==> src/rtl/pp_mult_sequencer.sv <==
`default_nettype none
// ============================================================================
//  Module      : pp_mult_sequencer
//  Description : Sequential shift-add multiplier controller. Reuses a single
//                WIDTH-bit partial-product row adder over WIDTH cycles to
//                form the unsigned 2*WIDTH-bit product A*B. Operands are
//                captured on an accepted start, one multiplier bit is
//                consumed per cycle, and the product is presented on P
//                together with a one-cycle done pulse.
//  Options     : define ZERO_SKIP_EN to bypass RUN when A or B is zero
//                (done then pulses in the cycle after the start edge).
//  Revision    : 1.0 - initial release
// ============================================================================
module pp_mult_sequencer #(
    parameter int WIDTH = 4
) (
    input  logic                 Clock,
    input  logic                 Reset,
    input  logic                 start,
    input  logic [WIDTH-1:0]     A,
    input  logic [WIDTH-1:0]     B,
    output logic                 busy,
    output logic                 done,
    output logic [2*WIDTH-1:0]   P
);

    // Counter wide enough to reach WIDTH-1 (log2(WIDTH) bits).
    localparam int             CNT_W    = (WIDTH > 2) ? $clog2(WIDTH) : 1;
    localparam logic [CNT_W-1:0] CNT_LAST = CNT_W'(WIDTH - 1);
    localparam logic [CNT_W-1:0] CNT_ONE  = CNT_W'(1);

    typedef enum logic [1:0] {
        S_IDLE = 2'd0,
        S_RUN  = 2'd1,
        S_DONE = 2'd2
    } state_t;

    state_t                 r_state;
    state_t                 w_next_state;

    logic [WIDTH-1:0]       r_mcand;
    logic [WIDTH-1:0]       r_acc_hi;
    logic [WIDTH-1:0]       r_mq;
    logic [CNT_W-1:0]       r_cnt;
    logic [2*WIDTH-1:0]     r_p;

    logic                   w_accept;
    logic                   w_zero_skip;
    logic                   w_last;
    logic [WIDTH-1:0]       w_addend;
    logic [WIDTH:0]         w_sum;
    logic [2*WIDTH-1:0]     w_shift;

    // A new operation can only be taken while not running.
    assign w_accept = start && ((r_state == S_IDLE) || (r_state == S_DONE));

`ifdef ZERO_SKIP_EN
    // A zero operand makes the product trivially zero, so RUN is bypassed.
    assign w_zero_skip = (A == '0) || (B == '0);
`else
    assign w_zero_skip = 1'b0;
`endif

    assign w_last = (r_state == S_RUN) && (r_cnt == CNT_LAST);

    // Row adder: add the multiplicand when the current multiplier bit is set.
    // The sum is one bit wider so the carry out survives into the shift.
    assign w_addend = r_mq[0] ? r_mcand : '0;
    assign w_sum    = {1'b0, r_acc_hi} + {1'b0, w_addend};
    assign w_shift  = {w_sum, r_mq[WIDTH-1:1]};

    assign P = r_p;

    // State register; reset aborts any run in progress.
    always_ff @(posedge Clock) begin
        if (Reset) begin
            r_state <= S_IDLE;
        end else begin
            r_state <= w_next_state;
        end
    end

    // Next-state decode and the state-derived status outputs.
    always_comb begin
        w_next_state = r_state;
        busy         = 1'b0;
        done         = 1'b0;
        case (r_state)
            S_IDLE: begin
                if (start) begin
                    w_next_state = w_zero_skip ? S_DONE : S_RUN;
                end
            end
            S_RUN: begin
                busy = 1'b1;
                if (r_cnt == CNT_LAST) begin
                    w_next_state = S_DONE;
                end
            end
            S_DONE: begin
                done = 1'b1;
                if (start) begin
                    w_next_state = w_zero_skip ? S_DONE : S_RUN;
                end else begin
                    w_next_state = S_IDLE;
                end
            end
            default: begin
                w_next_state = S_IDLE;
            end
        endcase
    end

    // Datapath: operand capture, one shift-add step per RUN cycle, and the
    // product register which only changes on the final step (or a skip).
    always_ff @(posedge Clock) begin
        if (Reset) begin
            r_mcand  <= '0;
            r_acc_hi <= '0;
            r_mq     <= '0;
            r_cnt    <= '0;
            r_p      <= '0;
        end else if (w_accept) begin
            r_mcand  <= A;
            r_mq     <= B;
            r_acc_hi <= '0;
            r_cnt    <= '0;
            if (w_zero_skip) begin
                r_p <= '0;
            end
        end else if (r_state == S_RUN) begin
            {r_acc_hi, r_mq} <= w_shift;
            r_cnt            <= r_cnt + CNT_ONE;
            if (w_last) begin
                r_p <= w_shift;
            end
        end
    end

endmodule
`default_nettype wire

==> config.mk <==
export PLATFORM = sky130hd
export DESIGN_NAME = pp_mult_sequencer
export DESIGN_NICKNAME = d
export VERILOG_FILES = /design/src/rtl/pp_mult_sequencer.sv
export SDC_FILE = /design/constraint.sdc
export NUM_CORES = 1
export LEC_CHECK = 0
export ABC_AREA = 1
export ABC_CLOCK_PERIOD_IN_PS = 3400
export BUFFER_PORTS_ARGS = -buffer_cell sky130_fd_sc_hd__buf_2
export CAP_MARGIN = 5
export CELL_PAD_IN_SITES_DETAIL_PLACEMENT = 1
export CELL_PAD_IN_SITES_GLOBAL_PLACEMENT = 2
export CORE_MARGIN = 8
export CORE_UTILIZATION = 34
export CTS_BUF_LIST = sky130_fd_sc_hd__clkbuf_4
export CTS_CLUSTER_DIAMETER = 80
export DETAILED_ROUTE_END_ITERATION = 6
export HOLD_SLACK_MARGIN = 0.03
export PLACE_DENSITY = 0.83
export SYNTH_ARGS = -nofsm -noshare
export SYNTH_HDL_FRONTEND = slang
export SYNTH_SLANG_ARGS = --single-unit
==> constraint.sdc <==
create_clock -name Clock -period 3.4 [get_ports Clock]
set_clock_uncertainty 0.2 [all_clocks]
set_input_delay 0.85 -clock Clock [delete_from_list [all_inputs] [get_ports Clock]]
set_output_delay 0.85 -clock Clock [all_outputs]
set_load 0.1 [all_outputs]
After elaboration in Yosys (flattened, before gate mapping):

Cells that the tools add are included.

* bitwise logic cells: 1
* equal/unequal tests: 5
* add/subtract/negate cells: 2
* reduce and logical (&&, ||, !) cells: 8
* mux-type cells: 9

Operators with widths (count)
* 2-to-1 mux 4 bit: 3
* one-hot mux 2 bit (3 select lines): 1
* adder 4 x 4 -> 5 bit: 1
* == test 2 bit (second input constant): 2
* 2-to-1 mux 2 bit: 2
* != test 2 bit (second input constant): 2
* 2-to-1 mux 1 bit: 3
* AND reduction 3 bit: 1
* adder 2 x 1 -> 2 bit (second input constant): 1
* == test 2 x 1 -> 1 bit (second input constant): 1
* logical AND 1 bit: 2
* zero test 2 bit: 1
* AND reduction 2 bit: 1
* nonzero test 2 bit: 1
* OR reduction 2 bit: 1
* logical OR 1 bit: 1
* inverter 1 bit: 1

* word-level logic and storage cells: 31
* output and inout bits: 10
* input bits: 11
* bits in registers: 24

Depth between registers and ports, before layout:

Gate-level depths: netlist (run 1).

* word-level depth: 5
* depth in mapped cells: 9
* gate-level depth less buffers: 9

Least setup slack after synthesis (run 1):

OpenSTA, ideal clock, no wires.

* path type: register to output
* start: reg r_state[1]
* end: out done
* cell stages (with the launch flop): 3
* path slack: 0.758 ns
* data required time: 2.350 ns
* data arrival time: 1.592 ns
* path through: dfxtp_1 > inv_1 > nor2_1

* cells in the longest elaborated chain, start to end: 2

Ends and longest elaborated chain
* start: declaration: line 38 `state_t r_state;`
* start signal: assignment: line 79 `r_state <= w_next_state;`
* == test 2 bit: line 88 `case (r_state)`
* 2-to-1 mux 1 bit: line 88
* end: declaration: line 23 `output logic done,`

Every way passes these cells.

Worst setup path after layout (run 1):

* start: reg r_state[0]
* end: out busy

* cells in the longest elaborated chain, start to end: 2

Ends and longest elaborated chain
* == test 2 x 1 -> 1 bit: line 88
* 2-to-1 mux 1 bit: line 88
* end: declaration: line 22 `output logic busy,`

Every way passes these cells.

==> run metrics, run 1 <==
status=completed; Max rail drop VDD=0.161 mV; CTS Buf Count=3; share of cells above drive strength 1=22.2%; RSZ-0062 raised after global routing=no; TritonCTS Sinks=24; crit path kind=reg -> out; die height=73.0 um; Final setup viols=0; Initial Util=35.9%; most frequent cells in the layout=37 x nor2_1, 24 x dfxtp_1, 20 x buf_2; post_cts resized=0; worst slack, placed=1.11 ns; Seq cells post-synth=24; Clk pin slew, worst setup/hold paths=0.13 ns; worst-skew pair later-pin latency=0.31 ns; final std cells w/o fill=206; initial antenna violation count=0; fill count=400; die area=5330 sq um; CTS Hold Bufs=0; Cell variety after synth=22; sequential area share after synthesis=43.4%; Mapped Area=1110 sq um; Min-Delay Endpoint=r_acc_hi[0]; Internal=360 uW; leading cell type in the layout, fill and taps excluded=nor2_1; Yosys top cell area share=43.4%; Core Rows=20; power share of the clock group=24.8%; hold path startpoint=r_acc_hi[0]; Critical Path Max Stage Delay=0.45 ns; P_leak=0.000660 uW; Total GRT Usage=10.7%; Comb power frac=14.2%; largest net degree at the start of global routing=18; Syn Nets=159; vias per cell=4.73; worst reg2reg path endpoint=r_acc_hi[1]; detailed-route via count=974; Buf/Inv on CP=2; CTS Buffer Depth=2; setup ws final=0.753 ns; CP required=2.35 ns; top area cells in the synthesized netlist=dfxtp_1 43%, nor2_1 13%, ha_1 5.7%, nand2_1 5.4%, o21ai_0 5.0%; # nets final=181; Setup TNS=0 ns; dpl hpwl=2.10 mm; # DRC=0; Synth Instances=142; Final ANT Viol Nets=0; Slew @ Worst Pin=0.492 ns; Slew headroom=67.4%; vias in the first global route=1,028; die width=73.0 um; CTS Root Cell=clkbuf_4; Synth area leader=dfxtp_1; DRT iter0 DRCs=28; CP arrival=1.60 ns; worst hold path type=reg -> reg; flop-to-flop setup slack=1.63 ns; total wire length=2.70 mm; Ant. Diodes=0; Placed Cells=203; Reg2Reg Depth=7; crit start category=flip-flop; drt pass-1 iters=4; Finished Core Util=40.8%; Final Hold Vio Count=0; core area=3080 sq um; wire per inst=13.1 um; I/O pin count=21; part of the power in registers=60.9%; first-pass GRT wire length=4.64 mm; CTS tree=built; pwr dens=398 nW/um^2; Area growth, synth to finish=13.6%; Final period util=77.9%; Syn. warnings=0; multi-input logic area=538 sq um; FF/Latch Area=480 sq um; NetSw=141 uW; remaining global-route overflow=0; Pins Over Slew Limit=0; Tmin final=2.65 ns; CP Capture Type=primary output; Syn Area/Cell=7.79 sq um; cells along the critical path=nand2_2, inv_2, buf_2; Hold Path Stages=2; max-cap violations=0; IO Port Bufs=20; RR Startpoint=r_mq[0]; Peak Freq=378 MHz; CP Max Fanout=12; critical path's slowest cell=buf_2; Post-CTS Setup Inserts=0; switch share=28.1%; H-tree depth=1; delay-heaviest family, CP=buffers and inverters; Placer Congestion=0.739
-- worst max-delay path by stage --
stage                     from  endpoint  depth (start not counted)
finish              r_state[0]      busy                          3
global route        r_state[0]      busy                          3
CTS                 r_state[0]      busy                          3
detailed placement  r_state[0]      busy                          3
global placement    r_state[0]      busy                          3
floorplan           r_state[1]      done                          2
-- power by group through the flow --
stage / Clock, uW / Combinational [uW] / Sequential [uW]
floorplan: 0 / 57.7 / 308
global placement: 0 / 69.5 / 311
detailed placement: 0 / 72.2 / 311
CTS: 130 / 72.7 / 305
global route: 139 / 80.4 / 307
finish: 124 / 71.3 / 305
-- worst register-to-register path, stage by stage (launching register included) --
cell and delay, ns:
dfxtp_1 0.39, nand2_1 0.08, inv_1 0.04, ha_1 0.20, fa_1 0.40, xor2_1 0.20, nand2_1 0.08, a21oi_1 0.13
-- per-stage QoR --
step           total power [uW]  cell area, sq um  hold slack [ns]
2_1_floorplan               366              1110            0.244
3_3_place_gp                380              1230            0.263
3_5_place_dp                384              1230            0.283
4_1_cts                     508              1260            0.304
5_1_grt                     527              1260            0.327
6_report                    501              1260            0.297
-- per-layer routing --
metal | GRT usage [%] | part of all wire (%) | vias to the layer above | wire (um)
met2 | 19.0 | 47 | 12 | 1260
met1 | 12.7 | 50 | 467 | 1340
met3 | 1.92 | 2.7 | 4 | 74
li1 | - | - | 491 | -
met4 | 3.33 | 1.1 | 0 | 29
met5 | 0 | 0 | - | 0
-- Yosys cell counts, drive strengths merged --
master / instances
or2: 4
nand3: 6
nor2: 38
o21ai: 12
dfxtp: 24
o21a: 1
a21oi: 6
nand2: 20
fa: 1
inv: 16
o211ai: 4
ha: 5
buf: 3
xor2: 2
-- state kept, by name, indices dropped and copies added, names as in the netlist --
register,cells
P,8
r_acc_hi,4
r_mcand,4
r_mq,4
r_cnt,2
r_state,2
-- cell type report --
class | count | area share (%)
tap | 44 | 4.38
timing repair buffer | 20 | 7.97
sequential | 24 | 38.2
inverter | 16 | 4.78
clock buffer | 3 | 1.79
multi-input combinational | 99 | 42.8
-- cells by family (layout without fill, tap and decap cells) --
group                      after synthesis  count (layout)  synth area share (%)
DFF                                     24              24                  43.4
xor gates and xnor gates                 2               2                  1.58
buffers and inverters                   19              39                  7.92
and+or+nand+nor                         68              68                  27.1
AOI/OAI and AO/OA                       23              23                  12.4
adders and majority gates                6               6                  7.47
Power figures use the tool's default switching activity.
==> run 2: changes to the inputs <==
Settings changed: ABC_AREA 1 to 0, ABC_CLOCK_PERIOD_IN_PS 3400 to 2400, CORE_UTILIZATION 34 to 30, PLACE_DENSITY 0.83 to 0.75.
Clock period 3.4 ns to 2.4 ns, I/O delays scaled along.
==> run 2 against run 1 <==
Compared with the run above: first-iteration DRC count decreased by 29%; highest routed layer unchanged; largest cell class unchanged; sequential power increased by 41%; largest power group unchanged; design area increased by 1.9%; clock-buffer cell count unchanged; die area increased by 8.5%; critical path depth unchanged; clock power increased by 140%; sequential share of layout area decreased by 0.71 points; core utilization decreased by 4.8 points.
==> run metrics, run 2 <==
DRT iter0 DRCs=20 (was 28); detailed-route via count=924 (was 974); Slew @ Worst Pin=0.491 ns (was 0.492 ns); top_reg_cell synth=dfxtp_1 (unchanged); Yosys top cell area share=44.4% (was 43.4%); CP arrival=1.39 ns (was 1.60 ns); Cell variety after synth=30 (was 22); Max rail drop VDD=0.218 mV (was 0.161 mV); Largest register FFs=8 (unchanged); largest family of logic cells by synthesized area=simple AND/OR/NAND/NOR gates (unchanged); # DRC=0 (unchanged); top area cells in the synthesized netlist=dfxtp_1 44%, nand2_1 8.0%, ha_1 5.8%, a21oi_1 5.5%, nor3_1 3.7% (was dfxtp_1 43%, nor2_1 13%, ha_1 5.7%, nand2_1 5.4%, o21ai_0 5.0%); Final period util=91.4%; post-synthesis compound-gate area fraction=14.6% (was 12.4%); cells along the critical path=nand2b_1, inv_2, buf_12 (was nand2_2, inv_2, buf_2); Area growth, synth to finish=18.3% (was 13.6%); simple-gate area share of the yosys netlist=28.0% (was 27.1%); NetSw=198 uW (was 141 uW); pwr dens=641 nW/um^2 (was 398 nW/um^2); first-pass GRT wire length=4.51 mm (was 4.64 mm); Synth Instances=124 (was 142); die height=76.1 um (was 73.0 um); leading cell type in the layout, fill and taps excluded=dfxtp_1 (was nor2_1); TritonCTS Sinks=24 (unchanged); Post-CTS Setup Inserts=0 (unchanged); worst hold path type=reg -> reg (unchanged); CTS Buffer Depth=2 (unchanged); die area=5790 sq um (was 5330 sq um); CP Capture Type=primary output (unchanged); I/O pin count=21 (unchanged); Internal=623 uW (was 360 uW); setup ws final=0.205 ns (was 0.753 ns); dpl hpwl=2.01 mm (was 2.10 mm); worst-skew pair later-pin latency=0.32 ns (was 0.31 ns); crit start category=flip-flop (unchanged); drt pass-1 iters=2 (was 4); Final setup viols=0 (unchanged); Mapped Area=1080 sq um (was 1110 sq um); core area=3550 sq um (was 3080 sq um); Slew headroom=67.5% (was 67.4%); status=completed (unchanged); Final Hold Vio Count=0 (unchanged); max-cap violations=0 (unchanged); total wire length=2.65 mm (was 2.70 mm); crit path kind=reg -> out (unchanged); Initial Util=30.5% (was 35.9%); Clk pin slew, worst setup/hold paths=0.14 ns (was 0.13 ns); vias per cell=4.86 (was 4.73); Synth area leader=dfxtp_1 (unchanged); most frequent cells in the layout=24 x dfxtp_1, 23 x nand2_1, 19 x buf_2 (was 37 x nor2_1, 24 x dfxtp_1, 20 x buf_2); CTS tree=built (unchanged); Final ANT Viol Nets=0 (unchanged); CP Max Fanout=12 (unchanged); CTS Root Cell=clkbuf_4 (unchanged); Ant. Diodes=0 (unchanged); P_leak=0.000573 uW (was 0.000660 uW); Peak Freq=456 MHz; Syn. warnings=0 (unchanged); post_cts resized=0 (unchanged); largest net degree at the start of global routing=24 (was 18); flop-to-flop setup slack=0.47 ns (was 1.63 ns); RSZ-0062 raised after global routing=no (unchanged); IO Port Bufs=20 (unchanged); vias in the first global route=992 (was 1,028); Comb power frac=11.9% (was 14.2%); Synth Area in Adders=7.63% (was 7.47%); power share of the clock group=35.8% (was 24.8%); Placer Congestion=0.752 (was 0.739); initial antenna violation count=0 (unchanged); CP required=1.60 ns (was 2.35 ns); Syn Area/Cell=8.73 sq um (was 7.79 sq um); H-tree depth=1 (unchanged); die width=76.1 um (was 73.0 um); Pins Over Slew Limit=0 (unchanged); Setup TNS=0 ns (unchanged); worst slack, placed=0.484 ns (was 1.11 ns); remaining global-route overflow=0 (unchanged); CTS Hold Bufs=0 (unchanged); sequential area share after synthesis=44.4% (was 43.4%); xor and xnor fraction of the mapped netlist area=1.62% (was 1.58%); Total GRT Usage=9.33% (was 10.7%); Syn Nets=141 (was 159); part of the power in registers=52.3% (was 60.9%); Core Rows=22 (was 20); top-count cell post-synth=dfxtp_1 (was nor2_1); critical path's slowest cell=dfxtp_1 (was buf_2); wire per inst=14.0 um (was 13.1 um); mux share of post-synthesis cell area=0% (unchanged); Critical Path Max Stage Delay=0.51 ns (was 0.45 ns); Tmin final=2.19 ns; asr flop ratio synth=0% (unchanged); switch share=24.1% (was 28.1%); Post-synth EDFFs=0 (unchanged); synth cell count leaders=24 x dfxtp_1, 23 x nand2_1, 12 x a21oi_1, 8 x nor2_1, 8 x nor3_1 (was 37 x nor2_1, 24 x dfxtp_1, 16 x nand2_1, 12 x inv_1, 11 x o21ai_0); # nets final=160 (was 181); share of cells above drive strength 1=19.0% (was 22.2%); CTS Buf Count=3 (unchanged); Seq cells post-synth=24 (unchanged)
## run 2: cell count changes in the layout (fill, tap and decap cells not counted), moves of 5 or more
| cell | delta |
|---|---|
| nand3_1 | -5 |
| a21oi_1 | +6 |
| o21ai_0 | -10 |
| inv_1 | -12 |
| nor2_1 | -29 |
| nor3_1 | +8 |
| nand2_1 | +7 |
## run 2: cells by family (layout without fill, tap and decap cells)
group                      Yosys count  count (layout)
and+or+nand+nor                     58              58
adders and majority gates            6               6
AOI/OAI and AO/OA                   26              26
xor gates and xnor gates             2               2
DFF                                 24              24
buffers and inverters                8              26
## run 2: layer usage
metal  up-vias  global-route usage [%]  share of wire, %
li1        466                       -                 -
met1       440                    10.9                47
met2        14                    15.9                48
met3         4                    2.12               3.5
met4         0                    4.04               1.4
met5         -                       0                 0
## run 2: layout make-up
class | instances | area [sq um]
clock buffer | 3 | 22.5
clock inverter | 1 | 30.0
fill | 424 | 2270
inverter | 1 | 3.75
multi-input combinational | 92 | 561
sequential | 24 | 480
tap | 48 | 60.1
timing repair buffer | 21 | 123
## run 2: final timing paths
kind	start	to	cells after the start
min reg2reg	P[2]	P[2]	2
min	P[2]	P[2]	2
max reg2reg	r_mq[0]	P[7]	6
max	r_state[0]	busy	3
## run 2: worst max-delay path, delay by kind of cell (launching register included)
| kind | cells | cell delay (ns) |
|---|---|---|
| DFF | 1 | 0.51 |
| buffers and inverters | 2 | 0.44 |
| and+or+nand+nor | 1 | 0.14 |
## run 2: power by group through the flow
stage	registers (uW)	logic, uW	clock network (uW)
after floorplan	434	71.9	0
after detailed placement	438	99.2	0
after global placement	437	97.3	0
after global routing	432	109	320
after CTS	429	99.8	302
final	429	97.8	294
## run 2: metrics by stage
stage | area (sq um) | cells | power (uW) | hold WS (ns) | utilization [%]
floorplan | 1080 | 124 | 506 | 0.232 | -
global placement | 1230 | 186 | 534 | 0.241 | 34.6
detailed placement | 1230 | 186 | 537 | 0.248 | 34.6
CTS | 1280 | 190 | 831 | 0.267 | 36.0
global route | 1280 | 190 | 861 | 0.290 | 36.0
finish | 1280 | 190 | 821 | 0.264 | 36.0
==> run 3: changes to the inputs <==
Settings changed: BUFFER_PORTS_ARGS -buffer_cell sky130_fd_sc_hd__buf_2 to -buffer_cell sky130_fd_sc_hd__buf_4, CORE_ASPECT_RATIO set to 1.25.
==> run 3 against run 2 <==
Compared with the run above: via count down 1.2%; die area grew 0.20%; non-clock buffer count is the same; sequential power is essentially flat; clock-buffer cell count is the same; register-to-register slack is essentially flat; fmax is 4.7% lower; final cell count is 4.7% lower; critical path depth is the same; core utilization is 1.4 points higher; sequential share of layout area down 0.68 points; first-iteration DRC count increased by 15%.
==> run metrics, run 3 (synthesized netlist as in run 2, its figures left out) <==
status=completed (unchanged); wire per inst=14.8 um (was 14.0 um); initial antenna violation count=0 (unchanged); largest net degree at the start of global routing=24 (unchanged); CP arrival=1.50 ns (was 1.39 ns); Max rail drop VDD=0.331 mV (was 0.218 mV); most frequent cells in the layout=24 x dfxtp_1, 23 x nand2_1, 21 x buf_4 (was 24 x dfxtp_1, 23 x nand2_1, 19 x buf_2); Comb power frac=11.9% (about the same); drt pass-1 iters=4 (was 2); H-tree depth=1 (unchanged); total wire length=2.67 mm (was 2.65 mm); switch share=24.6% (was 24.1%); Slew @ Worst Pin=0.397 ns (was 0.491 ns); first-pass GRT wire length=4.55 mm (was 4.51 mm); max-cap violations=0 (unchanged); NetSw=204 uW (was 198 uW); die height=83.2 um (was 76.1 um); part of the power in registers=51.9% (was 52.3%); # DRC=0 (unchanged); Core Rows=24 (was 22); DRT iter0 DRCs=23 (was 20); critical path's slowest cell=dfxtp_1 (unchanged); core area=3480 sq um (was 3550 sq um); worst hold path type=reg -> reg (unchanged); fill count=434 (was 424); Ant. Diodes=0 (unchanged); Clk pin slew, worst setup/hold paths=0.14 ns (about the same); CP Max Fanout=12 (unchanged); IO Port Bufs=20 (unchanged); Critical Path Max Stage Delay=0.50 ns (was 0.51 ns); Final period util=95.9% (was 91.4%); detailed-route via count=913 (was 924); Final setup viols=0 (unchanged); Tot Pwr=828 uW (was 821 uW); P_leak=0.000577 uW (was 0.000573 uW); CTS Root Cell=clkbuf_4 (unchanged); vias per cell=5.04 (was 4.86); # nets final=160 (unchanged); remaining global-route overflow=0 (unchanged); worst-skew pair later-pin latency=0.32 ns (about the same); WHS=0.265 ns (was 0.264 ns); Final ANT Viol Nets=0 (unchanged); I/O pin count=21 (unchanged); Pins Over Slew Limit=0 (unchanged); Internal=624 uW (was 623 uW); CP required=1.60 ns (about the same); CTS Buf Count=3 (unchanged); CTS Hold Bufs=0 (unchanged); flop-to-flop setup slack=0.47 ns (about the same); Largest register FFs=8 (unchanged); Tmin final=2.30 ns (was 2.19 ns); RSZ-0062 raised after global routing=no (unchanged); Area growth, synth to finish=20.5% (was 18.3%); Initial Util=31.1% (was 30.5%); Slew headroom=73.6% (was 67.5%); Peak Freq=434 MHz (was 456 MHz); cells along the critical path=nand2b_1, inv_2, buf_4 (was nand2b_1, inv_2, buf_12); post_cts resized=0 (unchanged); CTS Buffer Depth=2 (unchanged); Placer Congestion=0.735 (was 0.752); die area=5800 sq um (was 5790 sq um); leading cell type in the layout, fill and taps excluded=dfxtp_1 (unchanged); CTS tree=built (unchanged); pwr dens=635 nW/um^2 (was 641 nW/um^2); dpl hpwl=2.07 mm (was 2.01 mm); Final Hold Vio Count=0 (unchanged); CP Capture Type=primary output (unchanged); TritonCTS Sinks=24 (unchanged); crit start category=flip-flop (unchanged); crit path kind=reg -> out (unchanged); Total GRT Usage=9.23% (was 9.33%); share of cells above drive strength 1=19.0% (unchanged); vias in the first global route=960 (was 992); die width=69.7 um (was 76.1 um); power share of the clock group=36.2% (was 35.8%); Setup TNS=0 ns (unchanged); Post-CTS Setup Inserts=0 (unchanged)
==> run 3: cell count changes in the layout (fill, tap and decap cells not counted) <==
cell,previous run,this run
buf_4,1,21
buf_2,19,0
buf_12,1,0
==> run 3: per-layer routing <==
metal	part of all wire (%)	routed length (um)	GRT usage (%)	up-vias
met2	49	1310	16.0	10
li1	-	-	-	468
met3	3.7	98	2.14	2
met5	0	0	0	-
met1	46	1240	10.7	433
met4	0.90	24	3.30	0
==> run 3: final timing paths <==
| path | from | endpoint | cells past startpoint |
|---|---|---|---|
| worst max-delay path | r_state[0] | busy | 3 |
| worst min-delay path | P[4] | P[4] | 2 |
| worst max register to register | r_mq[0] | P[7] | 6 |
| worst min register to register | P[4] | P[4] | 2 |
==> run 3: critical path: cells and delay by family, from the launching register on <==
kind	cells	cell delay [ns]
buf+inv	2	0.53
flops	1	0.50
simple gates	1	0.14
==> run 3: cell type report <==
class,count,area (sq um),share of cell area (%)
inverter,1,3.75,0.288
clock inverter,1,30.0,2.30
sequential,24,480,36.9
multi-input combinational,92,561,43.0
timing repair buffer,21,158,12.1
clock buffer,3,22.5,1.73
tap,39,48.8,3.74
==> run 3: power groups by stage <==
stage / Clock [uW] / Combinational [uW] / Sequential, uW
global placement: 0 / 97.9 / 437
global route: 317 / 111 / 432
finish: 300 / 98.5 / 429
CTS: 308 / 100 / 430
floorplan: 0 / 71.9 / 434
detailed placement: 0 / 99.7 / 438
==> run 3: stage by stage <==
| stage | util, % | cells | cell area [sq um] | setup slack, ns |
|---|---|---|---|---|
| 6_report | 37.4 | 181 | 1300 | 0.0979 |
| 5_1_grt | 37.4 | 181 | 1300 | 0.00289 |
| 4_1_cts | 37.4 | 181 | 1300 | 0.101 |
| 3_5_place_dp | 35.9 | 177 | 1250 | 0.482 |
| 3_3_place_gp | 35.9 | 177 | 1250 | 0.536 |
| 2_1_floorplan | - | 124 | 1080 | 0.457 |
